==> config.mk <==
export PLATFORM = sky130hd
export DESIGN_NAME = tile_scheduler_flat
export DESIGN_NICKNAME = d
export VERILOG_FILES = /design/src/rtl/tile_scheduler_if.sv /design/src/rtl/tile_scheduler.sv /design/src/flat_wrapper.sv
export SDC_FILE = /design/constraint.sdc
export NUM_CORES = 1
export LEC_CHECK = 0
export BUFFER_PORTS_ARGS = -buffer_cell sky130_fd_sc_hd__buf_2
export CORE_MARGIN = 8
export CORE_UTILIZATION = 55
export DETAILED_ROUTE_END_ITERATION = 7
export GPL_TIMING_DRIVEN = 1
export PLACE_DENSITY = 0.76
export SETUP_SLACK_MARGIN = 0.4
export SLEW_MARGIN = 15
export SYNTH_ARGS = -nofsm -noshare
export SYNTH_HDL_FRONTEND = slang
export SYNTH_SLANG_ARGS = --single-unit
==> constraint.sdc <==
create_clock -name i_clk -period 3.2 [get_ports i_clk]
set_input_delay 0.64 -clock i_clk [delete_from_list [all_inputs] [get_ports i_clk]]
set_output_delay 0.64 -clock i_clk [all_outputs]
set_load 0.01 [all_outputs]
==> src/rtl/tile_scheduler_if.sv <==
// Host/datapath-facing bundle for tile_scheduler: descriptor push channel, active config and
// datapath controls. master = host/datapath side, slave = scheduler.
interface tile_scheduler_if #(
  parameter int unsigned ADDR_WIDTH = 8,
  parameter int unsigned DESC_DEPTH = 4
);
  localparam int unsigned DescW = 8 * ADDR_WIDTH + 2;
  localparam int unsigned CntW  = $clog2(DESC_DEPTH) + 1;

  logic [DescW-1:0] desc;
  logic             desc_valid;
  logic             desc_ready;
  logic [CntW-1:0]  desc_count;
  logic [DescW-1:0] cfg;
  logic             reg_clear;
  logic             route_en;
  logic             tile_done;
  logic             abort;
  logic             busy;
  logic             tile_pulse;
  logic [15:0]      tiles_done;
  logic             timeout;

  modport master (
    output desc, desc_valid, tile_done, abort,
    input  desc_ready, desc_count, cfg, reg_clear, route_en, busy, tile_pulse, tiles_done, timeout
  );

  modport slave (
    input  desc, desc_valid, tile_done, abort,
    output desc_ready, desc_count, cfg, reg_clear, route_en, busy, tile_pulse, tiles_done, timeout
  );
endinterface

==> src/rtl/tile_scheduler.sv <==
// Descriptor FIFO plus per-tile sequencer (LOAD -> CLEAR -> RUN -> DONE) for the accelerator.
// Optional RUN watchdog enabled by defining TILE_WATCHDOG_EN.
module tile_scheduler #(
  parameter int unsigned ADDR_WIDTH     = 8,
  parameter int unsigned DESC_DEPTH     = 4,
  parameter int unsigned CLEAR_CYCLES   = 2,
  parameter int unsigned TIMEOUT_CYCLES = 4096
) (
  input logic             i_clk,
  input logic             i_nrst,
  tile_scheduler_if.slave bus
);
  localparam int unsigned DescW = 8 * ADDR_WIDTH + 2;
  localparam int unsigned PtrW  = $clog2(DESC_DEPTH);
  localparam int unsigned CntW  = PtrW + 1;
  localparam int unsigned ClrW  = (CLEAR_CYCLES > 1) ? $clog2(CLEAR_CYCLES) : 1;

  if (DESC_DEPTH < 2 || (DESC_DEPTH & (DESC_DEPTH - 1)) != 0 || CLEAR_CYCLES < 1 ||
      TIMEOUT_CYCLES < 1) begin : g_param_check
    $error("tile_scheduler: illegal parameter value");
  end

  typedef enum logic [2:0] {StIdle, StLoad, StClear, StRun, StDone} state_e;

  state_e           state_q, state_d;
  logic [DescW-1:0] mem [DESC_DEPTH];
  logic [PtrW-1:0]  wr_ptr_q, wr_ptr_d, rd_ptr_q, rd_ptr_d;
  logic [CntW-1:0]  count_q, count_d;
  logic             ready_q;
  logic [DescW-1:0] cfg_q, cfg_d;
  logic [ClrW-1:0]  clr_cnt_q, clr_cnt_d;
  logic             reg_clear_q, route_en_q, busy_q, tile_pulse_q;
  logic [15:0]      tiles_done_q;
  logic             abort_int, push, pop;

`ifdef TILE_WATCHDOG_EN
  localparam int unsigned WdW = $clog2(TIMEOUT_CYCLES + 1);
  logic [WdW-1:0] wd_cnt_q;
  logic           timeout_q, wd_fire;

  // A done sampled in the final watchdog cycle still completes the tile.
  assign wd_fire = (state_q == StRun) && !bus.tile_done &&
                   (wd_cnt_q == WdW'(TIMEOUT_CYCLES - 1));

  always_ff @(posedge i_clk) begin
    if (!i_nrst) begin
      wd_cnt_q  <= '0;
      timeout_q <= 1'b0;
    end else begin
      wd_cnt_q <= (state_q == StRun) ? wd_cnt_q + 1'b1 : '0;
      if (wd_fire) timeout_q <= 1'b1;
    end
  end

  assign abort_int   = bus.abort | wd_fire;
  assign bus.timeout = timeout_q;
`else
  assign abort_int   = bus.abort;
  assign bus.timeout = 1'b0;
`endif

  assign push = bus.desc_valid & ready_q & ~abort_int;

  always_comb begin
    state_d   = state_q;
    cfg_d     = cfg_q;
    clr_cnt_d = clr_cnt_q;
    pop       = 1'b0;
    case (state_q)
      StIdle:  if (count_q != '0) state_d = StLoad;
      StLoad: begin
        cfg_d     = mem[rd_ptr_q];
        pop       = 1'b1;
        clr_cnt_d = ClrW'(CLEAR_CYCLES - 1);
        state_d   = StClear;
      end
      StClear: begin
        if (clr_cnt_q == '0) state_d = StRun;
        else                 clr_cnt_d = clr_cnt_q - 1'b1;
      end
      StRun:   if (bus.tile_done) state_d = StDone;
      StDone:  state_d = (count_q != '0) ? StLoad : StIdle;
      default: state_d = StIdle;
    endcase
    if (abort_int) begin
      state_d = StIdle;
      cfg_d   = cfg_q;
      pop     = 1'b0;
    end
  end

  always_comb begin
    wr_ptr_d = wr_ptr_q;
    rd_ptr_d = rd_ptr_q;
    count_d  = count_q;
    if (abort_int) begin
      wr_ptr_d = '0;
      rd_ptr_d = '0;
      count_d  = '0;
    end else begin
      if (push) wr_ptr_d = wr_ptr_q + 1'b1;
      if (pop)  rd_ptr_d = rd_ptr_q + 1'b1;
      count_d = count_q + CntW'(push) - CntW'(pop);
    end
  end

  always_ff @(posedge i_clk) begin
    if (push) mem[wr_ptr_q] <= bus.desc;
  end

  // Outputs are registered off next state so they line up with the state they describe.
  always_ff @(posedge i_clk) begin
    if (!i_nrst) begin
      state_q      <= StIdle;
      wr_ptr_q     <= '0;
      rd_ptr_q     <= '0;
      count_q      <= '0;
      ready_q      <= 1'b0;
      cfg_q        <= '0;
      clr_cnt_q    <= '0;
      reg_clear_q  <= 1'b0;
      route_en_q   <= 1'b0;
      busy_q       <= 1'b0;
      tile_pulse_q <= 1'b0;
      tiles_done_q <= '0;
    end else begin
      state_q      <= state_d;
      wr_ptr_q     <= wr_ptr_d;
      rd_ptr_q     <= rd_ptr_d;
      count_q      <= count_d;
      ready_q      <= (count_d != CntW'(DESC_DEPTH));
      cfg_q        <= cfg_d;
      clr_cnt_q    <= clr_cnt_d;
      reg_clear_q  <= abort_int | (state_d == StClear);
      route_en_q   <= (state_d == StRun);
      busy_q       <= (state_d != StIdle);
      tile_pulse_q <= (state_d == StDone);
      if (state_d == StDone) tiles_done_q <= tiles_done_q + 16'd1;
    end
  end

  assign bus.desc_ready = ready_q;
  assign bus.desc_count = count_q;
  assign bus.cfg        = cfg_q;
  assign bus.reg_clear  = reg_clear_q;
  assign bus.route_en   = route_en_q;
  assign bus.busy       = busy_q;
  assign bus.tile_pulse = tile_pulse_q;
  assign bus.tiles_done = tiles_done_q;
endmodule

==> src/flat_wrapper.sv <==
// flat-port wrapper written by rule: the top's interface ports become plain ports
module tile_scheduler_flat 
#(
  parameter int unsigned ADDR_WIDTH     = 8,
  parameter int unsigned DESC_DEPTH     = 4,
  parameter int unsigned CLEAR_CYCLES   = 2,
  parameter int unsigned TIMEOUT_CYCLES = 4096
)
  (i_clk, i_nrst, bus_desc, bus_desc_valid, bus_tile_done, bus_abort, bus_desc_ready, bus_desc_count, bus_cfg, bus_reg_clear, bus_route_en, bus_busy, bus_tile_pulse, bus_tiles_done, bus_timeout);
  tile_scheduler_if #(.ADDR_WIDTH(ADDR_WIDTH), .DESC_DEPTH(DESC_DEPTH)) bus_i ();
  input logic i_clk;
  input logic i_nrst;
  input wire logic [$bits(bus_i.desc)-1:0] bus_desc;
  input wire logic [$bits(bus_i.desc_valid)-1:0] bus_desc_valid;
  input wire logic [$bits(bus_i.tile_done)-1:0] bus_tile_done;
  input wire logic [$bits(bus_i.abort)-1:0] bus_abort;
  output wire logic [$bits(bus_i.desc_ready)-1:0] bus_desc_ready;
  output wire logic [$bits(bus_i.desc_count)-1:0] bus_desc_count;
  output wire logic [$bits(bus_i.cfg)-1:0] bus_cfg;
  output wire logic [$bits(bus_i.reg_clear)-1:0] bus_reg_clear;
  output wire logic [$bits(bus_i.route_en)-1:0] bus_route_en;
  output wire logic [$bits(bus_i.busy)-1:0] bus_busy;
  output wire logic [$bits(bus_i.tile_pulse)-1:0] bus_tile_pulse;
  output wire logic [$bits(bus_i.tiles_done)-1:0] bus_tiles_done;
  output wire logic [$bits(bus_i.timeout)-1:0] bus_timeout;
  assign bus_i.desc = bus_desc;
  assign bus_i.desc_valid = bus_desc_valid;
  assign bus_i.tile_done = bus_tile_done;
  assign bus_i.abort = bus_abort;
  assign bus_desc_ready = bus_i.desc_ready;
  assign bus_desc_count = bus_i.desc_count;
  assign bus_cfg = bus_i.cfg;
  assign bus_reg_clear = bus_i.reg_clear;
  assign bus_route_en = bus_i.route_en;
  assign bus_busy = bus_i.busy;
  assign bus_tile_pulse = bus_i.tile_pulse;
  assign bus_tiles_done = bus_i.tiles_done;
  assign bus_timeout = bus_i.timeout;
  tile_scheduler #(.ADDR_WIDTH(ADDR_WIDTH), .DESC_DEPTH(DESC_DEPTH), .CLEAR_CYCLES(CLEAR_CYCLES), .TIMEOUT_CYCLES(TIMEOUT_CYCLES)) u_core (.i_clk(i_clk), .i_nrst(i_nrst), .bus(bus_i));
endmodule
# == Word-level counts from Yosys, hierarchy flattened ==
# Memory sizes are Yosys's and may differ from the RTL's. A register that Yosys moved wholly into a read port is not among the register bits.
# Index checks and enable logic that the tools add are counted.
# op_classes
n_reduce_logical,7
mul,0
bitwise,5
shift,0
eq_ne,8
addsub,6
n_lt_le_gt_ge,0
n_div,0
muxes,13
# ops
cell,n
$add A16 B1 Y16 const B,1
$mux W3,5
$pmux W3 S5,1
$eq A3 B2 Y1 const B,4
$eq A3 B3 Y1 const B,2
$mux W1,6
$reduce_bool A3 Y1,2
$add A2 B1 Y2 const B,2
$add A3 B1 Y3,1
$eq A3 B1 Y1 const B,1
$logic_not A3 Y1,1
$ne A3 B3 Y1 const B,1
$sub A3 B1 Y3,1
$and A1 B1 Y1,2
$not A1 Y1,2
$pmux W1 S2,1
$reduce_and A2 Y1,1
$reduce_bool A2 Y1,1
$reduce_or A2 Y1,1
$logic_not A1 Y1,1
$or A1 B1 Y1,1
$sub A1 B1 Y1 const B,1
# word_totals
reg_bits,32
n_memories,1
mem_bits_ro,0
mem_bits_rw,264
input_bits,71
latchBits,0
# memory_table
memory,words,word_bits,read_ports,rd_ports_with_merged_regs,write_ports,line_no,text
u_core.mem,4,66,1,1,1,tile_scheduler.sv:26,logic [DescW-1:0] mem [DESC_DEPTH];

# == Depth between registers and ports, before layout ==
# depth
word_depth,6
ltp_mapped,12

# == Worst setup path before layout ==
# No wires, ideal clock.
# synth_timing
path_kind,in2reg
startpoint,input port bus_desc_valid
endpoint,"memory u_core.mem[0][0] in the netlist's numbering, enable pin"
slack_ps,270
arrival_ps,2499
n_path_buf,0
path_stages,3
cell_sequence,nand2_1 nor2_1 and2_1
# synth_via
elab_chain_len,4
# synth_rtl
element,line_no,text
start: declaration,flat_wrapper.sv:14,input wire logic [$bits(bus_i.desc_valid)-1:0] bus_desc_valid;
$and A1 B1 Y1 (2 in series),tile_scheduler.sv:62,assign push = bus.desc_valid & ready_q & ~abort_int;
via u_core.push,tile_scheduler.sv:34,"logic abort_int, push, pop;"
$mux W1,tile_scheduler.sv:108,if (push) mem[wr_ptr_q] <= bus.desc;
$mux W1 (implied by the code),tile_scheduler.sv:108,
end: declaration,tile_scheduler.sv:26,
# The timed path passes the listed nets, and every way through them passes these cells.

# == Final worst setup path ==
# layout_timing
startpoint,register u_core.state_q[2]
endpoint,register u_core.ready_q (netlist: u_core.bus.desc_ready)
# layout_via
elab_chain_len,6
# layout_rtl
element,line_no,text
start: declaration,tile_scheduler.sv:25,"state_e state_q, state_d;"
start signal: assignment,tile_scheduler.sv:114,state_q <= StIdle;
start signal: assignment,tile_scheduler.sv:127,state_q <= state_d;
$eq A3 B1 Y1,tile_scheduler.sv:69,case (state_q)
$mux W1,tile_scheduler.sv:69,
$mux W1,tile_scheduler.sv:85,if (abort_int) begin
$sub A3 B1 Y3,tile_scheduler.sv:103,count_d = count_q + CntW'(push) - CntW'(pop);
$mux W3,tile_scheduler.sv:96,if (abort_int) begin
$ne A3 B3 Y1,tile_scheduler.sv:131,ready_q <= (count_d != CntW'(DESC_DEPTH));
end signal: assignment,tile_scheduler.sv:131,
end: declaration,tile_scheduler.sv:29,logic ready_q;
# No other way between the ends.
# A chain may end at the register's enable or synchronous reset.

==> flow_metrics.env <==
export IMPL_finClkSkew_ns=0.0140
export IMPL_clk_path_buf_depth=3
export IMPL_first_pass_iters=5
export IMPL_post_cts_buffers=0
export IMPL_required_ns=3.62
export IMPL_grt_overflow_total=0
export IMPL_finalMaxSlewViolations=0
export IMPL_n_antenna_cell=0
export IMPL_p_clk_share_pct=44.4
export IMPL_layout_drive_gt1_share_pct=30.7
export IMPL_vias=7251
export IMPL_dieArea_sq_mm=0.0292
export IMPL_use_met2_pct=30.9
export IMPL_grt_start_max_net_pins=69
export IMPL_yosysMostFrequentCell="edfxtp_1"
export IMPL_synth_edf_count=264
export IMPL_reg2reg_slack_ns=0.92
export IMPL_die_w_um=171
export IMPL_ys_types=38
export IMPL_setup_viol=0
export IMPL_num_rows=56
export IMPL_hold_worst_slack_ns=0.345
export IMPL_holdCritPathClass="input pin to flip-flop"
export IMPL_max_freq_ghz=0.439
export IMPL_vdd_ir_drop_max_mv=0.481
export IMPL_instances_no_fill=1320
export IMPL_grt_antenna_before_repair=4
export IMPL_synth_common_cells="edfxtp_1, nand2_1, dfxtp_1"
export IMPL_final_nets=1051
export IMPL_yosysTopAreaCellShare_pct=60.1
export IMPL_synth_top_area_cell="edfxtp_1"
export IMPL_grt_pass1_wl_um=40900
export IMPL_start_kind="flip-flop"
export IMPL_hold_viol_final=0
export IMPL_wl_per_cell_um=19.8
export IMPL_slew_limit_headroom_pct=42.6
export IMPL_port_buffer_count=160
export IMPL_synth_top_cells_by_area="edfxtp_1, dfxtp_1, mux4_2, nand2_1, a21oi_1"
export IMPL_outcome="complete, no violations"
export IMPL_timing_setup_tns_ns=0
export IMPL_worstMarginPinSlew_ns=0.861
export IMPL_drc=0
export IMPL_die_h_um=171
export IMPL_placed_cells=1252
export IMPL_synth_area_sq_mm=0.0132
export IMPL_cts_root_buf="clkbuf_16"
export IMPL_cts_tree="built"
export IMPL_seqPwrFrac_pct=53.5
export IMPL_synth_cells=798
export IMPL_leakage_uw=0.00538
export IMPL_gp_congestion=0.791
export IMPL_drtIter0Drc=557
export IMPL_initial_utilization_pct=56.0
export IMPL_ant_nets=0
export IMPL_yosysWarnings=0
export IMPL_grt_usage_pct=18.1
export IMPL_internal_power_uw=7690
export IMPL_syn_to_final_growth_pct=18.6
export IMPL_crit_type="flip-flop to flip-flop"
export IMPL_max_cap_viol_count=0
export IMPL_ys_ff_latch=362
export IMPL_synthFlopType="edfxtp_1"
export IMPL_grt_pass1_vias=7458
export IMPL_clk_latency_ns=0.51
export IMPL_met1_usage_pct=23.6
export IMPL_cellPowerDensity_mw_per_mm2=607
export IMPL_p_sw_uw=1800
export IMPL_fin_util_pct=66.4
export IMPL_async_flop_share_pct=0
export IMPL_crit_path_end_kind="flip-flop"
export IMPL_grt_setup_unrepaired="no"
export IMPL_htreeDepth=2
export IMPL_synth_avg_cell_area_sq_um=16.5
export IMPL_met3_usage_pct=3.76
export IMPL_routed_wl_um=26100
export IMPL_core_sq_mm=0.0235
export IMPL_cts_resized=0
export IMPL_ios=162
export IMPL_path_clk_slew_ns=0.06
export IMPL_pre_cts_slack_ns=0.567
export IMPL_cts_inserted_buffers=37
export IMPL_syn_nets=877
export IMPL_cp_max_fo=9
export IMPL_dpl_hpwl_um=15600
export IMPL_busiest_layer="met2"
export IMPL_synth_sequential_area_ratio_pct=75.0
export IMPL_cts_sinks=362
export IMPL_p_sw_share_pct=18.9
export IMPL_fin_ws_ns=0.921
export IMPL_viasPerCell=5.49
export IMPL_p_comb_share_pct=2.1
export IMPL_min_period_over_period_pct=71.2
export IMPL_layout_min_cycle_time_ns=2.28
export IMPL_cts_hold_buffers_added=0
export IMPL_crit_arrival_ns=2.70
## worst paths after layout
check,from,to,depth (start not counted)
setup / recovery,u_core.state_q[2]$_SDFF_PN0_,u_core.bus.desc_ready$_SDFF_PN0_,11
hold / removal,bus_desc[33],u_core.mem[2][33]$_DFFE_PP_,1
setup reg to reg,u_core.state_q[2]$_SDFF_PN0_,u_core.bus.desc_ready$_SDFF_PN0_,11
hold reg to reg,u_core.bus.cfg[24]$_SDFFE_PN0P_,u_core.bus.cfg[24]$_SDFFE_PN0P_,2
## metrics by stage
step	power [uW]	cell area (sq um)
2_1_floorplan	5260	13200
3_3_place_gp	5370	14400
3_5_place_dp	5380	14400
4_1_cts	9580	15600
5_1_grt	9790	15600
6_report	9490	15600
## power groups by stage
stage / clock (uW) / combinational, uW / sequential, uW
after floorplan: 0 / 79.0 / 5180
after global placement: 0 / 190 / 5180
after detailed placement: 0 / 196 / 5180
after CTS: 4300 / 197 / 5080
after global routing: 4490 / 215 / 5080
final: 4220 / 195 / 5080
## layout by cell type (no fill, tap or decap), types with 11 or more instances in the layout
master     count
nand2_1      144
clkbuf_16     39
edfxtp_1     264
nor2_1        17
clkbuf_1      11
mux4_2        66
dfxtp_1       96
buf_2        160
a21oi_1       80
## layer usage
layer  share of wire (%)  routed length (um)  up-vias
met4                 1.6                 414        8
met1                  42               10900     3626
met5                0.15                  39        -
li1                    -                   -     3368
met2                  50               13100      207
met3                 6.3                1640       42
## critical path, stage by stage (launching register included)
cell and delay [ns]:
dfxtp_1 0.37, nor2_2 0.32, nand3b_1 0.16, inv_2 0.08, ha_1 0.21, inv_1 0.05
ha_1 0.12, inv_1 0.05, fa_1 0.39, xnor2_1 0.22, nor2_1 0.06, a31oi_1 0.15
## logic make-up after synthesis
family | count (synthesis) | share of synthesized area, %
AOI/OAI and AO/OA | 96 | 3.77
other | 1 | 0.0284
adders and majority gates | 8 | 0.816
xor gates and xnor gates | 10 | 0.664
muxes | 67 | 11.3
and+or+nand+nor | 203 | 6.68
DFF | 362 | 75.0
buffers and inverters | 51 | 1.72
## layout make-up
type	instances	area (sq um)
clock buffer	53	1060
fill	1615	7900
tap	319	399
multi-input combinational	385	3080
inverter	10	38.8
clock inverter	15	155
timing repair buffer	176	1010
sequential	362	9900
## flip-flops by register name, indices dropped and copies added (netlist names)
signal and cells:
u_core.mem 264, u_core.bus.cfg 66, u_core.bus.tiles_done 16, u_core.bus.desc_count 3, u_core.state_q 3, u_core.rd_ptr_q 2, u_core.wr_ptr_q 2, u_core.bus.busy 1
u_core.bus.desc_ready 1, u_core.bus.reg_clear 1, u_core.bus.route_en 1, u_core.bus.tile_pulse 1, u_core.clr_cnt_q 1
No activity file was read; power rests on OpenSTA's default activity.
